==> src/rtl/ce_scheduler_if.sv <==
// Configuration port of ce_scheduler: one {ch, div, phase} request per valid/ready transfer.
// Ports: cfg_valid/cfg_ready handshake, cfg_ch target channel, cfg_div period, cfg_phase offset.
// master drives the request, slave (the scheduler) returns cfg_ready.
interface ce_scheduler_if #(
  parameter int N_CH = 4,
  parameter int W    = 16
);
  localparam int CHW = (N_CH > 1) ? $clog2(N_CH) : 1;

  logic           cfg_valid;
  logic           cfg_ready;
  logic [CHW-1:0] cfg_ch;
  logic [W-1:0]   cfg_div;
  logic [W-1:0]   cfg_phase;

  modport master (
    output cfg_valid,
    output cfg_ch,
    output cfg_div,
    output cfg_phase,
    input  cfg_ready
  );

  modport slave (
    input  cfg_valid,
    input  cfg_ch,
    input  cfg_div,
    input  cfg_phase,
    output cfg_ready
  );
endinterface

==> src/rtl/ce_scheduler.sv <==
// Purpose: N_CH programmable clock-enable strobes (period div, offset phase) on a single clock.
// Latency: config applies at the target's period boundary (next edge if disabled); first strobe phase+1 edges after apply.
// Backpressure: single pending slot, cfg_ready low from capture until the apply edge.
// Ports: i_clk, i_reset (sync, high), i_enable (global run/freeze), cfg (slave config handshake),
//        o_ce (registered one-cycle strobes), o_phase_err (sticky phase >= div flag per channel).
module ce_scheduler #(
  parameter int N_CH = 4,
  parameter int W    = 16
) (
  input  logic             i_clk,
  input  logic             i_reset,
  input  logic             i_enable,
  ce_scheduler_if.slave    cfg,
  output logic [N_CH-1:0]  o_ce,
  output logic [N_CH-1:0]  o_phase_err
);
  localparam int CHW = (N_CH > 1) ? $clog2(N_CH) : 1;

  logic [W-1:0]   r_div   [N_CH];
  logic [W-1:0]   r_phase [N_CH];
  logic [W-1:0]   r_cnt   [N_CH];

  logic           r_pend_v;
  logic [CHW-1:0] r_pend_ch;
  logic [W-1:0]   r_pend_div;
  logic [W-1:0]   r_pend_phase;

  logic [W-1:0]   w_tgt_div;
  logic [W-1:0]   w_tgt_cnt;
  logic           w_accept;
  logic           w_apply;

  assign cfg.cfg_ready = !r_pend_v;
  assign w_accept      = cfg.cfg_valid && !r_pend_v;

  // Look up the pending target by comparison rather than indexing, so a channel
  // number beyond N_CH reads as a disabled channel: it applies at once and writes nothing.
  always_comb begin
    w_tgt_div = '0;
    w_tgt_cnt = '0;
    for (int i = 0; i < N_CH; i++) begin
      if (CHW'(i) == r_pend_ch) begin
        w_tgt_div = r_div[i];
        w_tgt_cnt = r_cnt[i];
      end
    end
  end

  // A disabled target takes the new setting immediately (even with enable low);
  // a running one waits for the last cycle of its period so no strobe is cut or doubled.
  assign w_apply = r_pend_v &&
                   ((w_tgt_div == '0) ||
                    (i_enable && (w_tgt_cnt == w_tgt_div - W'(1))));

  always_ff @(posedge i_clk) begin
    if (i_reset) begin
      r_pend_v     <= 1'b0;
      r_pend_ch    <= '0;
      r_pend_div   <= '0;
      r_pend_phase <= '0;
      o_ce         <= '0;
      o_phase_err  <= '0;
      for (int i = 0; i < N_CH; i++) begin
        r_div[i]   <= '0;
        r_phase[i] <= '0;
        r_cnt[i]   <= '0;
      end
    end else begin
      // Accept and apply never coincide: accept needs an empty slot, apply a full one.
      if (w_apply) begin
        r_pend_v <= 1'b0;
      end else if (w_accept) begin
        r_pend_v     <= 1'b1;
        r_pend_ch    <= cfg.cfg_ch;
        r_pend_div   <= cfg.cfg_div;
        r_pend_phase <= cfg.cfg_phase;
      end

      for (int i = 0; i < N_CH; i++) begin
        // Strobe uses the pre-edge settings, so the apply edge still belongs to the old period.
        o_ce[i] <= i_enable && (r_div[i] != '0) && (r_cnt[i] == r_phase[i]);

        if (w_apply && (CHW'(i) == r_pend_ch)) begin
          r_div[i]       <= r_pend_div;
          r_phase[i]     <= r_pend_phase;
          r_cnt[i]       <= '0;
          o_phase_err[i] <= (r_pend_div != '0) && (r_pend_phase >= r_pend_div);
        end else if (i_enable && (r_div[i] != '0)) begin
          r_cnt[i] <= (r_cnt[i] == r_div[i] - W'(1)) ? '0 : r_cnt[i] + W'(1);
        end
      end
    end
  end
endmodule
==> src/flat_wrapper.sv <==
// flat-port wrapper written by rule: the top's interface ports become plain ports
module ce_scheduler_flat 
#(
  parameter int N_CH = 4,
  parameter int W    = 16
)
  (i_clk, i_reset, i_enable, o_ce, o_phase_err, cfg_cfg_valid, cfg_cfg_ch, cfg_cfg_div, cfg_cfg_phase, cfg_cfg_ready);
  ce_scheduler_if #(.N_CH(N_CH), .W(W)) cfg_i ();
  input  logic i_clk;
  input  logic i_reset;
  input  logic i_enable;
  output logic [N_CH-1:0] o_ce;
  output logic [N_CH-1:0] o_phase_err;
  input wire logic [$bits(cfg_i.cfg_valid)-1:0] cfg_cfg_valid;
  input wire logic [$bits(cfg_i.cfg_ch)-1:0] cfg_cfg_ch;
  input wire logic [$bits(cfg_i.cfg_div)-1:0] cfg_cfg_div;
  input wire logic [$bits(cfg_i.cfg_phase)-1:0] cfg_cfg_phase;
  output wire logic [$bits(cfg_i.cfg_ready)-1:0] cfg_cfg_ready;
  assign cfg_i.cfg_valid = cfg_cfg_valid;
  assign cfg_i.cfg_ch = cfg_cfg_ch;
  assign cfg_i.cfg_div = cfg_cfg_div;
  assign cfg_i.cfg_phase = cfg_cfg_phase;
  assign cfg_cfg_ready = cfg_i.cfg_ready;
  ce_scheduler #(.N_CH(N_CH), .W(W)) u_core (.i_clk(i_clk), .i_reset(i_reset), .i_enable(i_enable), .cfg(cfg_i), .o_ce(o_ce), .o_phase_err(o_phase_err));
endmodule
==> config.mk <==
export PLATFORM = sky130hd
export DESIGN_NAME = ce_scheduler_flat
export DESIGN_NICKNAME = d
export VERILOG_FILES = /design/src/rtl/ce_scheduler_if.sv /design/src/rtl/ce_scheduler.sv /design/src/flat_wrapper.sv
export SDC_FILE = /design/constraint.sdc
export NUM_CORES = 1
export LEC_CHECK = 0
export BUFFER_PORTS_ARGS = -buffer_cell sky130_fd_sc_hd__buf_4
export CAP_MARGIN = 15
export CORE_ASPECT_RATIO = 1.5
export CORE_MARGIN = 5
export CORE_UTILIZATION = 65
export CTS_BUF_LIST = sky130_fd_sc_hd__clkbuf_8
export DETAILED_ROUTE_END_ITERATION = 10
export GPL_TIMING_DRIVEN = 0
export PLACE_DENSITY = 0.83
export SYNTH_ARGS = -nofsm -noshare
export SYNTH_HDL_FRONTEND = slang
export SYNTH_SLANG_ARGS = --single-unit
==> constraint.sdc <==
create_clock -name i_clk -period 5.7 [get_ports i_clk]
set_input_delay 0.855 -clock i_clk [delete_from_list [all_inputs] [get_ports i_clk]]
set_output_delay 0.855 -clock i_clk [all_outputs]
set_load 0.01 [all_outputs]
* After elaboration in Yosys (flattened, before gate mapping) *
Memory sizes are Yosys's and may differ from the RTL's.
Cells that the tools add are included.

operators by class
  add/subtract/negate cells = 9
  order comparisons = 1
  eq/ne operators = 12
  muxes and demuxes = 58
  bitwise logic cells = 17
  reduce and logical (&&, ||, !) cells = 27

operators with widths
  operator                                            number
  two-way mux 16 bit                                  28
  == test 16 bit                                      9
  nonzero test 16 bit                                 5
  subtractor 16 x 1 -> 16 bit, second input constant  5
  adder 16 x 1 -> 16 bit, second input constant       4
  two-way mux 1 bit                                   30
  greater-or-equal comparator 16 bit                  1
  logical AND 1 bit                                   16
  logical NOT 16 bit                                  1
  bitwise OR 1 bit                                    16
  == test 2 bit, first input constant                 2
  == test 1 x 2 -> 1 bit, first input constant        1
  logical NOT 2 bit                                   1
  AND reduction 2 bit                                 1
  OR reduction 2 bit                                  1
  logical NOT 1 bit                                   1
  logical OR 1 bit                                    1
  inverter 1 bit                                      1

storage, ports and cells
  bits in registers = 43
  bits in writable memories = 192
  input port bits = 38
  word-level logic and storage cells = 136
  memories = 3

memories
  name            depth  width  read ports  clocked after memory_dff  write ports  line                source
  u_core.r_cnt    4      16     4           0                         4            ce_scheduler.sv:21  logic [W-1:0] r_cnt [N_CH];
  u_core.r_div    4      16     4           0                         4            ce_scheduler.sv:19  logic [W-1:0] r_div [N_CH];
  u_core.r_phase  4      16     4           0                         4            ce_scheduler.sv:20  logic [W-1:0] r_phase [N_CH];

* Logic depth before layout (Yosys ltp) *
Gate-level depths: netlist of run 1.

  depth in word-level cells = 16
  depth in mapped cells = 16

* Worst setup path after synthesis of run 1 *
No wires, ideal clock.

  kind = reg-to-reg
  start = register u_core.r_pend_ch[1]
  end = memory u_core.r_div[2][0] (enable)
  library setup time = 0.394 ns
  arrival = 3.892 ns
  required time = 5.306 ns
  path slack = 1.414 ns
  stages on the path, launching flop included = 16
  path buffers = 4
  cells stage by stage = dfxtp_1 buf_6 buf_6 buf_4 mux4_2 inv_1 ha_1 nand2_1 o22ai_1 and3_1 mux2_1 a21oi_2 nand4b_4 a21o_1 buf_6 nand2b_1

RTL lines
  item                    line                source
  start, declared         ce_scheduler.sv:24  logic [CHW-1:0] r_pend_ch;
  start signal, assigned  ce_scheduler.sv:74  r_pend_ch <= cfg.cfg_ch;
  end, declared           ce_scheduler.sv:19

==> results of run 1 <==
[kinds of logic (layout without fill, tap and decap cells)]
kind of cell	Yosys count	in the layout	synth area share, %
AOI/OAI and AO/OA	143	143	6.442
xor gates and xnor gates	220	220	13.12
adders and majority gates	26	26	2.216
buffers and inverters	138	256	4.320
DFF	235	235	45.13
muxes	46	46	5.974
and+or+nand+nor	626	626	22.79
[sequential cells by signal, summed over array words and instances, names as in the netlist]
signal               count
u_core.o_phase_err       4
u_core.r_pend_ch         2
u_core.r_div            64
u_core.r_pend_div       16
u_core.r_phase          64
u_core.r_pend_v          1
u_core.r_pend_phase     16
u_core.o_ce              4
u_core.r_cnt            64
[cells in the mapped netlist (3+ instances only)]
| cell type | number |
|---|---|
| nand2_1 | 107 |
| inv_1 | 42 |
| buf_6 | 3 |
| a221oi_1 | 4 |
| buf_12 | 3 |
| o2111ai_1 | 3 |
| o31ai_1 | 6 |
| ha_1 | 26 |
| nor2_4 | 30 |
| a211o_1 | 4 |
| nor3_1 | 73 |
| buf_2 | 15 |
| a211oi_1 | 4 |
| nor2_1 | 170 |
| mux2i_1 | 7 |
| dfxtp_1 | 43 |
| or2_2 | 4 |
| mux4_2 | 30 |
| and2_1 | 4 |
| o21ai_0 | 21 |
| xor2_1 | 134 |
| buf_4 | 7 |
| and4_1 | 4 |
| nand3_1 | 45 |
| nand4b_1 | 3 |
| and3_1 | 19 |
| or4_1 | 12 |
| a31oi_1 | 7 |
| a21o_1 | 7 |
| nor4_1 | 37 |
| o21ai_2 | 3 |
| a2111oi_0 | 6 |
| nand2b_1 | 54 |
| mux2_2 | 6 |
| nor3b_1 | 5 |
| nand3b_1 | 9 |
| or3_1 | 7 |
| clkbuf_1 | 65 |
| buf_1 | 3 |
| nand4_1 | 23 |
| edfxtp_1 | 192 |
| nor2b_1 | 9 |
| xnor2_1 | 86 |
| a21oi_1 | 47 |
[through the flow]
step / cell area [sq um] / power, mW
2_1_floorplan: 14680 / 2.449
4_1_cts: 16180 / 4.052
5_1_grt: 16180 / 4.191
3_3_place_gp: 15370 / 2.628
3_5_place_dp: 15450 / 2.653
6_report: 16180 / 4.068
[cell usage in the layout (no fill, tap or decap), types with 45 or more instances in the layout]
cell	count
nand3_1	45
nor2_1	170
edfxtp_1	192
nor3_1	73
clkbuf_1	65
xnor2_1	86
xor2_1	134
nand2_1	107
inv_1	55
a21oi_1	47
buf_4	53
nand2b_1	54
[how the worst max path moves through the flow]
stage                    endpoint  slack [ns]  cells after the start
4_1_cts        u_core.r_div[2][4]        0.86                     16
5_1_grt        u_core.r_div[2][5]        0.52                     15
2_1_floorplan  u_core.r_div[2][0]        1.41                     15
3_3_place_gp   u_core.r_div[2][0]        0.68                     15
3_5_place_dp   u_core.r_div[2][1]        0.89                     16
6_report       u_core.r_div[2][5]        0.81                     16
[power by group through the flow]
stage                     sequential (mW)  clock, mW  combinational [mW]
after floorplan                      2.02          0               0.432
after global placement               2.06          0               0.570
after detailed placement             2.06          0               0.594
after CTS                            2.02       1.43               0.597
after global routing                 2.03       1.51               0.654
final                                2.03       1.43               0.610
[layout make-up]
type | instances | area [sq um]
fillers | 1585 | 6121
clock inverters | 24 | 126.4
repair buffers | 50 | 417.9
plain buffers | 96 | 476.7
multi-input cells | 1061 | 7422
clock buffers | 44 | 605.6
flip-flops and latches | 235 | 6626
inverters | 42 | 157.7
well taps | 276 | 345.3
[layer usage]
metal	wire (um)	track usage (%)	share of wire, %
met5	0	0	0
met4	4102	26.23	9.2
met3	4533	6.983	10
met2	21230	56.56	48
met1	14610	37.92	33
[critical path, cell delays in order (launching register included)]
cell and delay (ns):
dfxtp_1 0.47, buf_6 0.22, buf_6 0.19, buf_4 0.21, mux4_2 0.37, inv_1 0.11, ha_1 0.23, nand2_1 0.07
o22ai_1 0.29, and3_1 0.25, mux2_1 0.37, a21oi_2 0.28, nand4b_4 0.22, a21o_1 0.25, buf_6 0.15, nand2b_1 0.61
buf_8 0.26
==> flow_summary.json, run 1 <==
{
  "drive_gt1_share_pct": 13.72,
  "synthCells": 1434,
  "syn-mean-instance-area_sq_um": 10.24,
  "p_sw_mw": 1.142,
  "yosysWarningCount": 0,
  "reg2regPathDepth": 16,
  "wire_per_inst_um": 24.33,
  "antenna_found_initial": 0,
  "grt_pass1_vias": 11698,
  "tns_ns": 0,
  "die_area_sq_um": 25760,
  "drt_wl_total_um": 44470,
  "worstReg2RegStart": "u_core.r_pend_ch[1]",
  "numPlacedInstances": 1760,
  "drv_cap": 0,
  "hp-class": "reg -> reg",
  "rr_endpoint": "u_core.r_div[2][5]",
  "synth_area_leaders": "edfxtp_1, xor2_1, dfxtp_1, xnor2_1, mux4_2",
  "numCtsBuffers": 37,
  "crit_required_ns": 5.94,
  "final_cells": 1828,
  "cell_internal_pwr_mw": 2.926,
  "synth_edf_count": 192,
  "core_sq_um": 22300,
  "grt_overflow": 0,
  "cts_tree": "yes",
  "period_minus_slack_ns": 4.895,
  "grt_pass1_wl_um": 66400,
  "pwr-share-comb_pct": 15.0,
  "startpoint": "u_core.r_pend_ch[1]",
  "hpwl_um": 33650,
  "fin_ws_ns": 0.8051,
  "dieHeight_um": 194.1,
  "synthFlopType": "edfxtp_1",
  "insertedDiodeCount": 0,
  "ys_ff_latch": 235,
  "port_buffers": 46,
  "die_w_um": 132.7,
  "startpoint_type": "register",
  "peakVddDrop_mv": 0.2074,
  "rsz0062_at_grt": "no",
  "cp.arrival_ns": 5.14,
  "io_pins": 47,
  "start_util_pct": 65.85,
  "outcome": "completed",
  "synth_largest_area_cell": "edfxtp_1",
  "r2r_setup_slack_ns": 0.81,
  "drcViolationCount": 0,
  "cts-resized-gates": 0,
  "period_share_pct": 85.88,
  "fmax_mhz": 204.3,
  "fin_hold_ws_ns": 0.4777,
  "row_count": 67,
  "netlist.area_leader.share_pct": 39.27,
  "gp_congestion": 1.026,
  "postCtsHoldBufs": 0,
  "root_buffer": "clkbuf_8",
  "drtAntennaViolNets": 0,
  "htreeDepth": 2,
  "nets": 1587,
  "fin_util_pct": 72.55,
  "critPathCaptureType": "register",
  "slew_headroom_pct": 33.66,
  "ys_async_sr_fraction_pct": 0,
  "dr.pass1.iters": 7,
  "hold_viol": 0,
  "min_to": "u_core.r_pend_phase[6]",
  "areaGrowthSynthToFinish_pct": 10.18,
  "setup_violations": 0,
  "dp_slack_ns": 0.8852,
  "skew_ns": 0.02744,
  "clkTransAtPathRegs_ns": 0.07,
  "syn_area_sq_um": 14680,
  "clock-sinks": 235,
  "ys_types": 74,
  "seq_power_share_pct": 49.9,
  "via_per_inst": 6.559,
  "yosysSeqAreaShare_pct": 45.13,
  "synth_fp_nets": 1498,
  "critPathMaxFanout": 17,
  "whs_path_depth": 2,
  "grt_usage_pct": 33.99,
  "crit_type": "reg -> reg",
  "p_sw_share_pct": 28.08,
  "cts_buffer_depth": 3,
  "pwr-share-clk_pct": 35.1,
  "vias": 11989,
  "drt_iter0_drc": 1516,
  "hp-start": "u_core.r_pend_phase[6]",
  "tightest_slew_ns": 0.9867,
  "cts_setup_buffers": 0,
  "insertion_delay_ns": 0.56,
  "grt_max_degree": 23,
  "p_per_area_nw_per_um2": 251.5,
  "slew_violations": 0,
  "power.leakage_nw": 5.782
}
No activity file was read; power rests on OpenSTA's default activity.
==> run 2, diff against run 1 <==
Settings changed: BUFFER_PORTS_ARGS -buffer_cell sky130_fd_sc_hd__buf_4 to -buffer_cell sky130_fd_sc_hd__buf_2.
Clock period 5.7 ns to 4.7 ns, I/O delays scaled along.
==> run 2 against run 1 <==
Sequential cell count stayed put. Cell count hardly changed. Clock-buffer cell count is 4 lower. Non-clock buffer count is 3 higher. Utilization hardly changed. Highest routed layer unchanged. Sequential share of layout area hardly changed. Critical path type unchanged. Maximum frequency is 11% higher. Cell area hardly changed.
==> flow_summary.json, run 2 (synthesis gave the netlist of run 1 again) <==
{
  "tightest_slew_ns": 1.035,
  "dp_slack_ns": -0.1224,
  "grt_pass1_vias": 11655,
  "startpoint_type": "register",
  "grt_usage_pct": 34.48,
  "drcViolationCount": 0,
  "port_buffers": 46,
  "insertedDiodeCount": 0,
  "period_share_pct": 94.01,
  "drt_wl_total_um": 44580,
  "outcome": "completed",
  "grt_pass1_wl_um": 67120,
  "critPathMaxFanout": 17,
  "vias": 11984,
  "gp_congestion": 1.049,
  "clkTransAtPathRegs_ns": 0.07,
  "min_to": "u_core.r_pend_phase[7]",
  "grt_overflow": 0,
  "critPathBufInv": 6,
  "p_per_area_nw_per_um2": 307.9,
  "slew_headroom_pct": 30.38,
  "final_common_cell": "edfxtp_1",
  "nets": 1590,
  "period_minus_slack_ns": 4.419,
  "max_stage_delay_ns": 0.47,
  "row_count": 67,
  "dieHeight_um": 194.1,
  "crit_chain": "buf_6, buf_6, buf_4, mux4_2, inv_1, ha_1, nand2_1, o22ai_1, and3_1, mux2_1, a21oi_4, nand4b_4, a21o_1, buf_6, nand2b_4, buf_8",
  "r2r_setup_slack_ns": 0.28,
  "grt_max_degree": 24,
  "cts_tree": "yes",
  "drt_iter0_drc": 1659,
  "cts_buffer_depth": 3,
  "fin_hold_ws_ns": 0.3763,
  "hold_viol": 0,
  "critPathTopFamily": "buffers and inverters",
  "hp-start": "cfg_cfg_phase[7]",
  "clock-sinks": 235,
  "dr.pass1.iters": 6,
  "crit_required_ns": 4.94,
  "antenna_found_initial": 0,
  "core_sq_um": 22300,
  "crit_type": "reg -> reg",
  "areaGrowthSynthToFinish_pct": 10.20,
  "slew_violations": 0,
  "hpwl_um": 33710,
  "io_pins": 47,
  "htreeDepth": 2,
  "critPathCaptureType": "register",
  "insertion_delay_ns": 0.57,
  "largest_registers": "u_core.r_cnt: 64 flops, u_core.r_div: 64 flops, u_core.r_phase: 64 flops",
  "final_cell_mix": "edfxtp_1, nor2_1, xor2_1",
  "die_w_um": 132.7,
  "worstReg2RegStart": "u_core.r_pend_ch[1]",
  "setup_violations": 0,
  "hp-class": "in -> reg",
  "fin_ws_ns": 0.2813,
  "tns_ns": 0,
  "cp.arrival_ns": 4.66,
  "wire_per_inst_um": 24.37,
  "power.leakage_nw": 5.783,
  "drtAntennaViolNets": 0,
  "whs_path_depth": 3,
  "cpMostUsedCell": "buf_6",
  "die_area_sq_um": 25760,
  "reg2regPathDepth": 16,
  "skew_ns": 0.03648,
  "peakVddDrop_mv": 0.5275,
  "rr_endpoint": "u_core.r_phase[2][7]",
  "drive_gt1_share_pct": 14.36,
  "fmax_mhz": 226.3,
  "via_per_inst": 6.552,
  "start_util_pct": 65.85,
  "postCtsHoldBufs": 0,
  "root_buffer": "clkbuf_8",
  "numCtsBuffers": 37,
  "drv_cap": 0,
  "critPathSlowestCell": "dfxtp_1",
  "rsz0062_at_grt": "no"
}
run 2: cell types whose count changed in the layout (fill, tap and decap cells not counted), moves of 3 or more:
cell,previous run,this run
nand2b_4,0,3
buf_4,53,8
clkbuf_8,44,40
buf_2,15,61
inv_1,55,52
nand2b_1,54,50
run 2: how the worst max path moves through the flow:
stage / from / cells after the start / to / slack [ns]
finish: u_core.r_pend_ch[1] / 16 / u_core.r_phase[2][7] / 0.28
global route: u_core.r_pend_ch[1] / 16 / u_core.r_phase[2][14] / 0.07
CTS: u_core.r_pend_ch[1] / 13 / u_core.r_cnt[1][15] / 0.01
detailed placement: u_core.r_pend_ch[1] / 16 / u_core.r_phase[2][7] / -0.12
global placement: u_core.r_pend_ch[1] / 15 / u_core.r_phase[2][7] / -0.34
floorplan: u_core.r_pend_ch[1] / 15 / u_core.r_div[2][0] / 0.41
run 2: layer usage:
layer	vias to the layer above	track usage, %	part of all wire (%)
met4	0	29.51	11
met2	865	54.71	46
met5	-	0	0
met1	5529	38.10	31
met3	289	9.346	12
li1	5301	-	-
run 2: metrics by stage:
step	total power [mW]	cell area [sq um]	cells	utilization, %
after CTS	4.952	16090	1826	72.14
after global routing	5.144	16180	1829	72.56
after global placement	3.178	15260	1756	68.43
final	4.982	16180	1829	72.56
after detailed placement	3.211	15330	1760	68.75
after floorplan	2.970	14680	1434	-
run 2: what timing repair did:
item / 4_1_cts / 5_1_grt
endpoints found under the setup margin: 59 / 181
pin swaps: 0 / 1
setup buffers: 0 / 3
gates resized for setup: 4 / 9
run 2: power by group:
group / switching (mW) / internal, mW / total (mW)
Clock: 0.825 / 0.954 / 1.78
Sequential: 0.120 / 2.34 / 2.46
Combinational: 0.446 / 0.295 / 0.741
Total: 1.39 / 3.59 / 4.98
run 2: worst register-to-register path: stages, from the launching register on:
cell      delay (ns)
dfxtp_1         0.47
buf_6           0.23
buf_6           0.19
buf_4           0.21
mux4_2          0.39
inv_1           0.11
ha_1            0.24
nand2_1         0.07
o22ai_1         0.27
and3_1          0.25
mux2_1          0.39
a21oi_4         0.22
nand4b_4        0.23
a21o_1          0.25
buf_6           0.15
nand2b_4        0.22
buf_8           0.21
run 2: layout make-up:
cell class / count / area [sq um]
fill: 1551 / 6118
sequential: 235 / 6626
tap: 276 / 345.3
multi-input combinational: 1061 / 7482
clock inverter: 26 / 191.4
clock buffer: 40 / 550.5
inverter: 42 / 157.7
buffer: 96 / 476.7
timing repair buffer: 53 / 350.3
==> run 3, diff against run 2 <==
Settings changed: CELL_PAD_IN_SITES_DETAIL_PLACEMENT set to 1, CELL_PAD_IN_SITES_GLOBAL_PLACEMENT set to 1, CORE_UTILIZATION 65 to 52, MAX_ROUTING_LAYER set to met4, PLACE_DENSITY 0.83 to unset, PLACE_DENSITY_LB_ADDON set to 0.1, RECOVER_POWER set to 25.
==> run 3 against run 2 <==
Sequential power about the same. First-iteration DRC count decreased by 42%. Via count decreased by 0.93%. Cell count increased by 4.3%. Cell area increased by 0.26%. Power decreased by 1.4%. Routed wire length increased by 14%. Worst setup slack got worse by 0.070 ns. Sequential cell count unchanged. Maximum frequency decreased by 1.6%. Critical path type unchanged. Highest routed layer unchanged.
==> flow_summary.json, run 3 (synthesis gave the netlist of run 1 again) <==
{
  "period_share_pct": 95.50,
  "rr_endpoint": "u_core.r_phase[2][7]",
  "via_per_inst": 6.225,
  "startpoint_type": "register",
  "critPathMaxFanout": 10,
  "nets": 1596,
  "fin_hold_ws_ns": 0.3776,
  "areaGrowthSynthToFinish_pct": 10.48,
  "drive_gt1_share_pct": 13.73,
  "antenna_found_initial": 1,
  "final_area_sq_um": 16220,
  "worstReg2RegStart": "u_core.r_pend_ch[1]",
  "crit_end": "u_core.r_phase[2][7]",
  "postCtsHoldBufs": 0,
  "core_sq_um": 27960,
  "outcome": "completed",
  "grt_usage_pct": 33.14,
  "cp.arrival_ns": 4.88,
  "numCtsBuffers": 39,
  "crit_required_ns": 5.09,
  "clkTransAtPathRegs_ns": 0.06,
  "cts_tree": "yes",
  "port_buffers": 46,
  "hp-class": "in -> reg",
  "startpoint": "u_core.r_pend_ch[1]",
  "grt_max_degree": 23,
  "grt_overflow": 0,
  "peakVddDrop_mv": 0.2607,
  "drtAntennaViolNets": 0,
  "grt_pass1_wl_um": 76690,
  "r2r_setup_slack_ns": 0.21,
  "tightest_slew_ns": 0.9473,
  "insertion_delay_ns": 0.57,
  "crit_type": "reg -> reg",
  "fmax_mhz": 222.8,
  "drt_iter0_drc": 966,
  "drcViolationCount": 0,
  "gp_congestion": 1.023,
  "final_cell_mix": "edfxtp_1, nor2_1, xor2_1",
  "final_cells": 1907,
  "row_count": 75,
  "drt_wl_total_um": 50900,
  "numPlacedInstances": 1830,
  "io_pins": 47,
  "place_area_sq_um": 15430,
  "wire_per_inst_um": 26.69,
  "vias": 11872,
  "hpwl_um": 38760,
  "clock-sinks": 235,
  "skew_ns": 0.02301,
  "max_stage_delay_ns": 0.47,
  "setup_violations": 0,
  "cts_buffer_depth": 3,
  "grt_pass1_vias": 12455,
  "dieHeight_um": 215.8,
  "critPathCaptureType": "register",
  "p_per_area_nw_per_um2": 302.9,
  "cpMostUsedCell": "buf_6",
  "dr.pass1.iters": 5,
  "tns_ns": 0,
  "critPathBufInv": 6,
  "die_area_sq_um": 31770,
  "period_minus_slack_ns": 4.488,
  "crit_cells": 16,
  "power.leakage_nw": 5.755,
  "drv_cap": 0,
  "slew_headroom_pct": 36.31,
  "root_buffer": "clkbuf_8",
  "critPathSlowestCell": "dfxtp_1",
  "crit_chain": "buf_6, buf_6, buf_4, mux4_2, inv_1, ha_1, nand2_1, o22ai_1, and3_1, mux2_1, a21oi_4, nand4b_4, a21o_1, buf_6, clkbuf_2, nor2_4",
  "reg2regPathDepth": 16,
  "htreeDepth": 2,
  "nFillCells": 3149,
  "slew_violations": 0,
  "start_util_pct": 52.51,
  "hold_viol": 0,
  "rsz0062_at_grt": "no",
  "largest_registers": "u_core.r_cnt: 64 flops, u_core.r_div: 64 flops, u_core.r_phase: 64 flops",
  "critPathTopFamily": "buffers and inverters",
  "final_common_cell": "edfxtp_1",
  "die_w_um": 147.2
}
==> run 3: cell count changes in the layout (fill, tap and decap cells not counted), moves of 3 or more <==
cell / previous run / this run
clkbuf_1: 65 / 75
buf_2: 61 / 52
inv_1: 52 / 59
buf_4: 8 / 11
bufinv_16: 3 / 0
==> run 3: stage by stage <==
step | worst slack [ns] | util, % | power [mW]
floorplan | 0.4138 | - | 2.970
finish | 0.2117 | 58.01 | 4.913
detailed placement | -0.1946 | 55.18 | 3.249
global route | 0.007181 | 58.00 | 5.114
CTS | 0.01512 | 57.91 | 4.922
global placement | -0.5307 | 54.88 | 3.213
==> run 3: how the worst min path moves through the flow <==
stage | slack, ns | to | cells after the start | from
floorplan | 0.45 | u_core.r_pend_phase[0] | 2 | u_core.r_pend_phase[0]
global placement | 0.47 | u_core.r_pend_phase[1] | 2 | u_core.r_pend_phase[1]
CTS | 0.35 | u_core.r_pend_div[10] | 3 | cfg_cfg_div[10]
global route | 0.36 | u_core.r_pend_div[14] | 3 | cfg_cfg_div[14]
finish | 0.38 | u_core.r_pend_div[14] | 3 | cfg_cfg_div[14]
detailed placement | 0.48 | u_core.r_pend_phase[4] | 2 | u_core.r_pend_phase[4]
==> run 3: cell type report <==
| type | count | area (sq um) | area share (%) |
|---|---|---|---|
| diodes | 2 | 5.005 | 0.03085 |
| plain buffers | 96 | 431.7 | 2.661 |
| clock buffers | 42 | 578.1 | 3.563 |
| clock inverters | 26 | 110.1 | 0.6788 |
| inverters | 42 | 157.7 | 0.9718 |
| multi-input cells | 1061 | 7487 | 46.16 |
| flip-flops and latches | 235 | 6626 | 40.85 |
| well taps | 346 | 432.9 | 2.669 |
| repair buffers | 57 | 392.9 | 2.422 |
==> run 3: per-layer routing <==
metal | part of all wire, % | track usage, %
met1 | 37 | 38.53
met5 | 0 | -
met2 | 48 | 53.05
met4 | 9.1 | 23.54
met3 | 6.4 | 4.217
==> run 3: repair_timing <==
action,CTS,global route
setup buffers,3,4
gates resized for setup,5,9
endpoints found under the setup margin,160,159
cloned,0,0
pin swaps,1,0
hold endpoints to repair,0,0
==> run 3: worst min-delay path, cell delays in order <==
cell     delay, ns
buf_2         0.09
nand2_1       0.05
a21oi_1       0.05
==> run 3: power breakdown <==
group	switching, mW	total [mW]	internal (mW)
clock network	0.860	1.68	0.822
registers	0.122	2.46	2.34
logic	0.466	0.766	0.299
